[src/rtl/ledcube_pkg.sv]
// ledcube_pkg: constants and types shared by the panel driver, the stream writer and the
// host-side packet builder.
//   CMD_WRITE / CMD_FILL : stream command codes
//   state_e              : stream writer FSM state encodings
//   mem_depth()          : pixel words of video memory for a given number of chained panels
package ledcube_pkg;

  localparam logic [7:0] CMD_WRITE = 8'h01;
  localparam logic [7:0] CMD_FILL  = 8'h02;

  localparam int unsigned PANEL_WORDS = 4096;

  typedef enum logic [2:0] {
    S_CMD,
    S_AH,
    S_AL,
    S_R,
    S_G,
    S_B,
    S_FILL,
    S_DROP
  } state_e;

  function automatic int unsigned mem_depth(input int unsigned chained);
    return chained * PANEL_WORDS;
  endfunction

endpackage

[src/rtl/panel_stream_writer.sv]
// panel_stream_writer: parses a byte stream into pixel WRITE and FILL commands and drives the
// panel driver's video memory write port, one {R,G,B} word per cycle.
// Ports:
//   ctrl_clk, reset        clock and synchronous active-high reset
//   in_data/valid/last     input byte stream, in_last marks the final byte of a packet
//   in_ready               byte accepted when in_valid & in_ready (low while filling)
//   busy                   high for every cycle a fill write is on the ctrl_* port
//   pkt_count, err_count   good / malformed packet counters, wrapping
//   ctrl_en/wr/addr/wdat   registered memory write port
module panel_stream_writer
  import ledcube_pkg::*;
#(
  parameter int unsigned CHAINED = 2,
  parameter int unsigned ADDR_W  = 16
) (
  input  logic              ctrl_clk,
  input  logic              reset,
  input  logic [7:0]        in_data,
  input  logic              in_valid,
  input  logic              in_last,
  output logic              in_ready,
  output logic              busy,
  output logic [15:0]       pkt_count,
  output logic [15:0]       err_count,
  output logic              ctrl_en,
  output logic [3:0]        ctrl_wr,
  output logic [ADDR_W-1:0] ctrl_addr,
  output logic [23:0]       ctrl_wdat
);

  localparam int unsigned       MemDepth = mem_depth(CHAINED);
  localparam logic [ADDR_W-1:0] LastAddr = ADDR_W'(MemDepth - 1);

  state_e            state_q, state_d;
  logic [ADDR_W-1:0] addr_q, addr_d;
  logic [7:0]        ah_q, ah_d;
  logic [7:0]        r_q, r_d;
  logic [7:0]        g_q, g_d;
  logic              fill_q, fill_d;
  logic              fill_last_q, fill_last_d;
  logic              en_q, en_d;
  logic [ADDR_W-1:0] waddr_q, waddr_d;
  logic [23:0]       wdat_q, wdat_d;
  logic              busy_q, busy_d;
  logic              in_ready_q, in_ready_d;
  logic [15:0]       pkt_q, pkt_d;
  logic [15:0]       err_q, err_d;

  logic              accept;
  logic [15:0]       raw_addr;
  logic [ADDR_W-1:0] addr_inc;

  assign accept   = in_valid & in_ready_q;
  assign raw_addr = {ah_q, in_data};
  assign addr_inc = (addr_q == LastAddr) ? '0 : addr_q + ADDR_W'(1);

  always_comb begin
    state_d     = state_q;
    addr_d      = addr_q;
    ah_d        = ah_q;
    r_d         = r_q;
    g_d         = g_q;
    fill_d      = fill_q;
    fill_last_d = fill_last_q;
    en_d        = 1'b0;
    waddr_d     = waddr_q;
    wdat_d      = wdat_q;
    busy_d      = 1'b0;
    pkt_d       = pkt_q;
    err_d       = err_q;

    unique case (state_q)
      S_CMD: begin
        if (accept) begin
          fill_d = 1'b0;
          if (in_last) begin
            // A command byte alone is a malformed packet; stay aligned on the next packet.
            err_d = err_q + 16'd1;
          end else if (in_data == CMD_WRITE) begin
            state_d = S_AH;
          end else if (in_data == CMD_FILL) begin
            fill_d  = 1'b1;
            state_d = S_R;
          end else begin
            err_d   = err_q + 16'd1;
            state_d = S_DROP;
          end
        end
      end
      S_AH: begin
        if (accept) begin
          if (in_last) begin
            err_d   = err_q + 16'd1;
            state_d = S_CMD;
          end else begin
            ah_d    = in_data;
            state_d = S_AL;
          end
        end
      end
      S_AL: begin
        if (accept) begin
          if (in_last) begin
            err_d   = err_q + 16'd1;
            state_d = S_CMD;
          end else if ({16'h0000, raw_addr} >= MemDepth) begin
            err_d   = err_q + 16'd1;
            state_d = S_DROP;
          end else begin
            addr_d  = ADDR_W'(raw_addr);
            state_d = S_R;
          end
        end
      end
      S_R: begin
        if (accept) begin
          if (in_last) begin
            err_d   = err_q + 16'd1;
            state_d = S_CMD;
          end else begin
            r_d     = in_data;
            state_d = S_G;
          end
        end
      end
      S_G: begin
        if (accept) begin
          if (in_last) begin
            err_d   = err_q + 16'd1;
            state_d = S_CMD;
          end else begin
            g_d     = in_data;
            state_d = S_B;
          end
        end
      end
      S_B: begin
        if (accept) begin
          en_d   = 1'b1;
          wdat_d = {r_q, g_q, in_data};
          if (fill_q) begin
            // Word 0 goes out right away; S_FILL streams words 1..MemDepth-1.
            waddr_d     = '0;
            addr_d      = ADDR_W'(1);
            busy_d      = 1'b1;
            fill_last_d = in_last;
            state_d     = S_FILL;
          end else begin
            waddr_d = addr_q;
            addr_d  = addr_inc;
            if (in_last) begin
              pkt_d   = pkt_q + 16'd1;
              state_d = S_CMD;
            end else begin
              state_d = S_R;
            end
          end
        end
      end
      S_FILL: begin
        // wdat_q still holds the fill colour: nothing else writes it during a fill.
        en_d    = 1'b1;
        busy_d  = 1'b1;
        waddr_d = addr_q;
        if (addr_q == LastAddr) begin
          addr_d  = '0;
          pkt_d   = pkt_q + 16'd1;
          state_d = fill_last_q ? S_CMD : S_DROP;
        end else begin
          addr_d = addr_q + ADDR_W'(1);
        end
      end
      S_DROP: begin
        if (accept && in_last) begin
          state_d = S_CMD;
        end
      end
      default: state_d = S_CMD;
    endcase

    // Registered so in_ready never depends combinationally on in_valid.
    in_ready_d = ~busy_d;
  end

  always_ff @(posedge ctrl_clk) begin
    if (reset) begin
      state_q     <= S_CMD;
      addr_q      <= '0;
      ah_q        <= '0;
      r_q         <= '0;
      g_q         <= '0;
      fill_q      <= 1'b0;
      fill_last_q <= 1'b0;
      en_q        <= 1'b0;
      waddr_q     <= '0;
      wdat_q      <= '0;
      busy_q      <= 1'b0;
      in_ready_q  <= 1'b0;
      pkt_q       <= '0;
      err_q       <= '0;
    end else begin
      state_q     <= state_d;
      addr_q      <= addr_d;
      ah_q        <= ah_d;
      r_q         <= r_d;
      g_q         <= g_d;
      fill_q      <= fill_d;
      fill_last_q <= fill_last_d;
      en_q        <= en_d;
      waddr_q     <= waddr_d;
      wdat_q      <= wdat_d;
      busy_q      <= busy_d;
      in_ready_q  <= in_ready_d;
      pkt_q       <= pkt_d;
      err_q       <= err_d;
    end
  end

  assign in_ready  = in_ready_q;
  assign busy      = busy_q;
  assign pkt_count = pkt_q;
  assign err_count = err_q;
  assign ctrl_en   = en_q;
  assign ctrl_wr   = en_q ? 4'b0111 : 4'b0000;
  assign ctrl_addr = waddr_q;
  assign ctrl_wdat = wdat_q;

endmodule
[config.mk]
export PLATFORM = sky130hd
export DESIGN_NAME = panel_stream_writer
export DESIGN_NICKNAME = d
export VERILOG_FILES = /design/src/rtl/ledcube_pkg.sv /design/src/rtl/panel_stream_writer.sv
export SDC_FILE = /design/constraint.sdc
export NUM_CORES = 1
export LEC_CHECK = 0
export BUFFER_PORTS_ARGS = -buffer_cell sky130_fd_sc_hd__buf_2
export CORE_ASPECT_RATIO = 1.5
export CORE_MARGIN = 8
export CORE_UTILIZATION = 40
export CTS_BUF_LIST = sky130_fd_sc_hd__clkbuf_2 sky130_fd_sc_hd__clkbuf_4 sky130_fd_sc_hd__clkbuf_8
export DETAILED_ROUTE_END_ITERATION = 10
export PLACE_DENSITY_LB_ADDON = 0.3
export SYNTH_ARGS = -nofsm -noshare
export SYNTH_HDL_FRONTEND = slang
export SYNTH_SLANG_ARGS = --single-unit
[constraint.sdc]
create_clock -name ctrl_clk -period 2.36 [get_ports ctrl_clk]
set_clock_uncertainty 0.15 [all_clocks]
set_input_delay 0.236 -clock ctrl_clk [delete_from_list [all_inputs] [get_ports ctrl_clk]]
set_output_delay 0.236 -clock ctrl_clk [all_outputs]
set_load 0.02 [all_outputs]
* Word level (Yosys, flattened, before mapping)
Cells that the tools add are included.
** Storage, ports and cells
- RAM bits :: 0
- Register bits :: 120
- Latch bits :: 0
- Memories kept :: 0
- Output and inout bits :: 79
- Bits of input ports :: 12
- ROM bits :: 0
- Word-level logic and storage cells :: 120
** Cells by class
- Multiplexer cells :: 54
- Equal/unequal tests :: 28
- $lt $le $gt $ge :: 1
- $mul :: 0
- Bitwise gates (word level) :: 3
- Div/mod/pow operators :: 0
- Reductions and logical operators :: 17
- Shifts and indexed selects :: 0
- $add $sub $neg :: 3
** Operator list (count)
- 16-bit two-way mux :: 21
- 16-bit case mux with 3 select lines :: 2
- 16-bit case mux with 2 select lines :: 2
- 3-bit two-way mux :: 18
- 16-bit by 1-bit adder with 16-bit output (second input constant) :: 3
- 2-bit != test (second input constant) :: 13
- 3-bit case mux with 8 select lines :: 1
- 16-bit by 13-bit equality test with 1-bit output (second input constant) :: 1
- 16-bit by 14-bit >= comparator with 1-bit output (second input constant) :: 1
- 3-bit equality test (second input constant) :: 4
- 3-bit AND reduction :: 4
- 5-bit AND reduction :: 2
- 3-bit != test (second input constant) :: 3
- 9-bit AND reduction :: 1
- 8-bit by 1-bit equality test with 1-bit output (second input constant) :: 1
- 8-bit by 2-bit equality test with 1-bit output (second input constant) :: 1
- 8-bit AND reduction :: 1
- 3-bit by 2-bit equality test with 1-bit output (second input constant) :: 2
- 1-bit two-way mux :: 6
- 2-bit AND reduction :: 3
- 3-bit nonzero test :: 2
- 2-bit two-way mux :: 2
- 2-bit by 1-bit != test with 1-bit output (second input constant) :: 2
- 1-bit case mux with 2 select lines :: 2
- other kinds (7) :: 8

* Longest topological paths before layout
Gate-level depths: netlist of the first run.
- Depth after elaboration :: 6
- Depth in mapped cells :: 9
- Gate-level depth less buffers :: 6

* Worst setup path after synthesis of the first run
Ideal clock, no wire load.
- Kind :: register -> register
- Start :: register addr_q[0]
- End :: register pkt_q[7], in the netlist pkt_count[7]
- Buffers on the path :: 1
- Cell stages (with the launch flop) :: 8
- Library setup time :: 0.070 ns
- Arrival time :: 2.180 ns
- Setup slack :: -0.040 ns
- Data required time :: 2.140 ns
- Period minus slack after synthesis :: 2.400 ns
- Cells stage by stage :: dfxtp_1 > ha_1 > nand3_1 > nor4_4 > a32oi_2 > buf_2 > or4_1 > a21oi_1
** Between the ends
- Longest elaborated chain between the ends :: 3
** RTL lines
- start: declaration :: line panel_stream_writer.sv:35 : logic [ADDR_W-1:0] addr_q, addr_d;
- start signal: assignment :: line panel_stream_writer.sv:203 : addr_q <= addr_d;
- 16-bit by 13-bit equality test with 1-bit output :: line panel_stream_writer.sv:165 : if (addr_q == LastAddr) begin
- 2-bit != test (no source line)
- 5-bit AND reduction (no source line)
- end signal: assignment :: line panel_stream_writer.sv:214 : pkt_q <= pkt_d;
- end: declaration :: line panel_stream_writer.sv:46 : logic [15:0] pkt_q, pkt_d;
No other way between the ends.
A chain may end at the register's enable or synchronous reset.

* Worst setup path after layout of the first run
- Start :: register addr_q[13]
- End :: register pkt_q[12], in the netlist pkt_count[12]
The elaborated chain is that of the path after synthesis.

==> metrics.txt, run 1 <==
GPL Wtd Cong=0.901; share of cells above drive strength 1=0.264; DRT Pass-1 Iters=5; largest stage delay on the critical path=0.54 ns; Routed Antenna Nets=0; Worst Hold Depth=4; worst min-delay path class=input port to flip-flop; vias in the first global route=5,392; Crit Path Max Fanout=17; DRC Markers=0; leak pwr=0.00274 µW; routed len/inst=17.3 µm; CTS tree=built; RSZ-0062 raised after global routing=yes; most common cell in the synthesized netlist=dfxtp_1; Post-synth EDFFs=0; post-synthesis sequential area ratio=0.440; VDD IR max=376 µV; Detail Placement HPWL=11.9 mm; total gr overflow=0; final instance area=6920 µm²; post-synthesis register bit count=120; Critical Path AT=2.51 ns; Tcrit/Tclk final=0.971; CTS buffer count=17; Final Net Count=805; Post-synth top cells=dfxtp_1, nand2_1, a21oi_1, nor2_1, nand3_1; first-pass GRT wire length=26.8 mm; async set-reset flop share out of synthesis=0; dominant cell type by area after synthesis=dfxtp_1; H-tree Lvls=4; setup violators final=0; Post-Route WL=16.7 mm; cell area power density=617 nW/µm²; die footprint=17,700 µm²; area grow syn2layout=26.6%; Main synth FF type=dfxtp_1; setup_tns=0 ns; FF+latch area=2410 µm²; CP max-delay cell=or4b_4; Mapped Area=5470 µm²; Rows=52; fin. max-slew vios=0; Worst R2R Start=addr_q[13]; placed insts=924; Worst R2R Path Depth=6; CP Cell Sequence=or4b_4 -> nor4_4 -> a32oi_4 -> buf_12 -> or4_1 -> a21oi_1; Worst-Margin Slew=0.601 ns; Post-Synthesis Cells=669; Syn Area/Cell=8.17 µm²; Syn Nets=684; top cell type's share of synthesized area=0.440; fill count=1,313; Sink Count=120; deepest clock path buffer count=2; dpl cell area=6380 µm²; Critical path origin=addr_q[13]; CTS clk-pin slew, worst paths=0.08 ns; footprint of the multi-input gates=2850 µm²; initial drt markers=312; Yosys warning total=0; Slew HR=0.598; Tmin final=2.29 ns; Synth area leaders=dfxtp_1, a21oi_1, nand2_1, nand3_1, mux2i_1; Hold Startpoint=in_data[2]; io pins=91; PortBufs=89; via count=5,474; CP endpoint kind=flip-flop; Total Routing Usage GR=0.182; Max-Cap Viols=0; status=completed; Starting Density=0.408; PnR Total Power=4270 µW; final std cells w/o fill=965; antenna violations before repair=0; Vert. Die Dim=159 µm; Final Hold Viols=0; # diodes=0; largest net degree at the start of global routing=51; Root Buffer=clkbuf_8; Cell variety after synth=62; core area=13,400 µm²; vias per cell=5.67; maximum clock rate=436 MHz; clock latency on the worst-skew pair=0.44 ns; Startpoint Class=flip-flop; crit path kind=flip-flop to flip-flop; WP data required=2.58 ns; Chip Width=111 µm
[cells in the final DEF (no fill, tap or decap), types with 7 or more instances in the layout]
cell	count
xnor2_1	9
clkbuf_8	19
nand4_1	10
nor2_1	50
dfxtp_1	117
nor3_1	8
or4_1	14
nand2_1	95
buf_2	88
inv_1	14
and2_1	7
o31ai_1	12
o21ai_0	12
mux2i_1	20
nand3_1	44
and3_1	8
o32ai_1	7
a21oi_1	86
buf_4	61
[power breakdown]
part	internal, µW	switching (µW)	leakage [µW]
Clock	1020	885	0.000196
Sequential	2040	20.3	0.000969
Combinational	115	194	0.00157
[metrics by stage]
step / hold slack, ns / setup slack (ns) / util
after floorplan: 0.222 / -0.00562 / -
after global routing: 0.0621 / -0.0134 / 0.516
after detailed placement: 0.290 / -0.0628 / 0.476
after global placement: 0.285 / -0.0136 / 0.476
after CTS: 0.0383 / 0.0582 / 0.510
final: 0.0659 / 0.0673 / 0.516
[worst paths after layout]
| kind | to | slack, ns |
|---|---|---|
| worst max-delay path | pkt_count[12] | 0.07 |
| worst min-delay path | ctrl_wdat[2] | 0.07 |
| worst max register to register | pkt_count[12] | 0.07 |
| worst min register to register | ctrl_wdat[12] | 0.30 |
[metal layers]
metal,global-route usage,up-vias,wire length (µm)
li1,-,2644,-
met1,0.192,2608,6630
met2,0.321,176,8540
met3,0.0449,46,899
met4,0.103,0,611
met5,0,-,0
[repair_timing]
action	in CTS	in global routing
buffers inserted	0	6
setup endpoints to repair	12	6
gates resized for setup	1	14
hold buffers	3	0
endpoints found under the hold margin	6	0
pin swaps	2	2
[flip-flops by register name, indices dropped and copies added (netlist names)]
signal	flops
pkt_count	16
fill_last_q	1
ctrl_wdat	24
ah_q	8
err_count	16
ctrl_addr	16
busy	1
g_q	8
in_ready	1
fill_q	1
addr_q	16
ctrl_en	1
r_q	8
state_q	3
[layout make-up]
class	count	area share
Multi-Input combinational cell	481	0.411
Sequential cell	120	0.348
Timing Repair Buffer	156	0.144
Clock buffer	20	0.0389
Tap cell	162	0.0293
Clock inverter	12	0.0206
Inverter	14	0.00759
[critical path, delay by kind of cell, from the launching register on]
family / cells / cell delay [ns]
AO/OA/AOI/OAI: 2 / 0.29
buffers and inverters: 1 / 0.20
flip-flops: 1 / 0.33
AND/OR/NAND/NOR: 3 / 1.26
[cell families (layout without fill, tap and decap cells)]
family / count (synthesis) / after routing / synth area share
fa+ha+maj: 4 / 4 / 0.00870
buf+inv: 68 / 202 / 0.0504
mux: 22 / 22 / 0.0408
xor+xnor: 11 / 11 / 0.0176
simple gates: 283 / 283 / 0.261
other cells: 1 / 1 / 0.000686
flops: 120 / 120 / 0.440
compound gates: 160 / 160 / 0.182
(Power assumes the default switching activity.)
==> run 2: changes to the inputs <==
Settings changed: REMOVE_ABC_BUFFERS set to 1.
==> metrics.txt, run 2 (synthesized netlist as in run 1, its figures left out) <==
initial drt markers=275; total gr overflow=0; Rows=52; routed len/inst=16.7 µm; Critical Path AT=2.52 ns; fin util=0.513; CP endpoint kind=flip-flop; Worst Hold Depth=2; die footprint=17,700 µm²; area grow syn2layout=25.9%; Worst R2R Path Depth=6; DRT Pass-1 Iters=7; vias per cell=5.61; share of cells above drive strength 1=0.255; RSZ-0062 raised after global routing=no; Worst-Margin Slew=0.688 ns; Hold Startpoint=reset; largest net degree at the start of global routing=44; largest stage delay on the critical path=0.64 ns; R2R Setup Slk=0.05 ns; Post-Route WL=15.9 mm; CP Cell Sequence=nand4_1 -> buf_4 -> nor3_2 -> nand2_1 -> or4b_2 -> a31oi_1; core area=13,400 µm²; commonest cells after routing, fill and taps aside=dfxtp_1, nand2_1, buf_2; dpl cell area=6300 µm²; leak pwr=0.00272 µW; via count=5,364; deepest clock path buffer count=2; Chip Width=111 µm; commonest non-fill, non-tap cell in the layout=dfxtp_1; CP bufs+invs=1; Crit path max-delay family=simple AND/OR/NAND/NOR gates; # diodes=0; CP max-delay cell=or4b_2; Tcrit/Tclk final=0.978; vias in the first global route=5,349; sw power=1050 µW; Clk pwr share=0.460; Vert. Die Dim=159 µm; final instance area=6880 µm²; Seq pwr share=0.473; Final Hold Viols=0; Pint=3300 µW; first-pass GRT wire length=26.1 mm; Critical R2R Capture=addr_q[14]; Total Routing Usage GR=0.175; worst min-delay path class=input port to flip-flop; Sink Count=120; WP data required=2.57 ns; Routed Antenna Nets=0; PortBufs=89; crit path kind=flip-flop to flip-flop; Largest register FFs=24; H-tree Lvls=4; Switching Fraction=0.241; status=completed; Comb pwr share=0.067; antenna violations before repair=0; Detail Placement HPWL=11.3 mm; io pins=91; CTS tree=built; maximum clock rate=433 MHz; GPL Wtd Cong=0.887; Worst R2R Start=addr_q[7]; Starting Density=0.408; Startpoint Class=flip-flop; Crit Path Max Fanout=3; Final Net Count=797; VDD IR max=401 µV; CTS buffer count=17; Slew HR=0.541; CTS clk-pin slew, worst paths=0.08 ns; final std cells w/o fill=957; hold path endpoint=err_count[0]; Tmin final=2.31 ns; cell area power density=633 nW/µm²; Max-Cap Viols=0; placed insts=917; fin. max-slew vios=0; DRC Markers=0; Root Buffer=clkbuf_8; clock latency on the worst-skew pair=0.43 ns; setup violators final=0
==> run 2: area by class of cell <==
type                            instances  area (µm²)
Fill cell                            1296        6520
Multi-Input combinational cell        481        2860
Sequential cell                       120        2400
Timing Repair Buffer                  148         931
Clock buffer                           22         290
Tap cell                              162         203
Clock inverter                         10         143
Inverter                               14        52.6
==> run 2: worst max path at each step <==
stage                          start             to  slack (ns)  cells past startpoint
after global placement     addr_q[0]     addr_q[14]      -0.006                      7
after detailed placement   addr_q[1]     addr_q[14]       -0.07                      7
after floorplan           state_q[0]      addr_q[1]       -0.77                      5
after CTS                  addr_q[1]     addr_q[14]        0.04                      7
final                      addr_q[7]     addr_q[14]        0.05                      6
after global routing      in_data[5]  err_count[15]       0.005                      8
==> run 2: repair_timing <==
item,CTS,global route
resized for setup,1,12
hold endpoints to repair,8,0
gates cloned,0,1
buffers inserted,0,3
hold buffers,4,0
endpoints found under the setup margin,2,30
pin swaps,1,0
==> run 2: routing by layer <==
metal,global-route usage,part of all wire,vias up
met5,0,0,-
met4,0.0743,0.028,0
met3,0.0419,0.043,37
met2,0.320,0.53,160
met1,0.184,0.40,2547
li1,-,-,2620
==> run 2: through the flow <==
step                      hold slack [ns]  worst slack, ns  power (µW)  setup TNS, ns
after floorplan                     0.155           -0.766        2230         -19.16
after global placement              0.287         -0.00555        2380       -0.00555
after detailed placement            0.295          -0.0717        2380        -0.0717
after CTS                          0.0637           0.0376        4390              0
after global routing               0.0766          0.00458        4520              0
final                              0.0895           0.0527        4350              0
==> run 2: power by group through the flow <==
stage | sequential, µW | combinational [µW] | clock (µW)
2_1_floorplan | 2120 | 117 | 0
3_3_place_gp | 2110 | 273 | 0
3_5_place_dp | 2110 | 277 | 0
4_1_cts | 2060 | 285 | 2040
5_1_grt | 2060 | 317 | 2140
6_report | 2060 | 291 | 2000
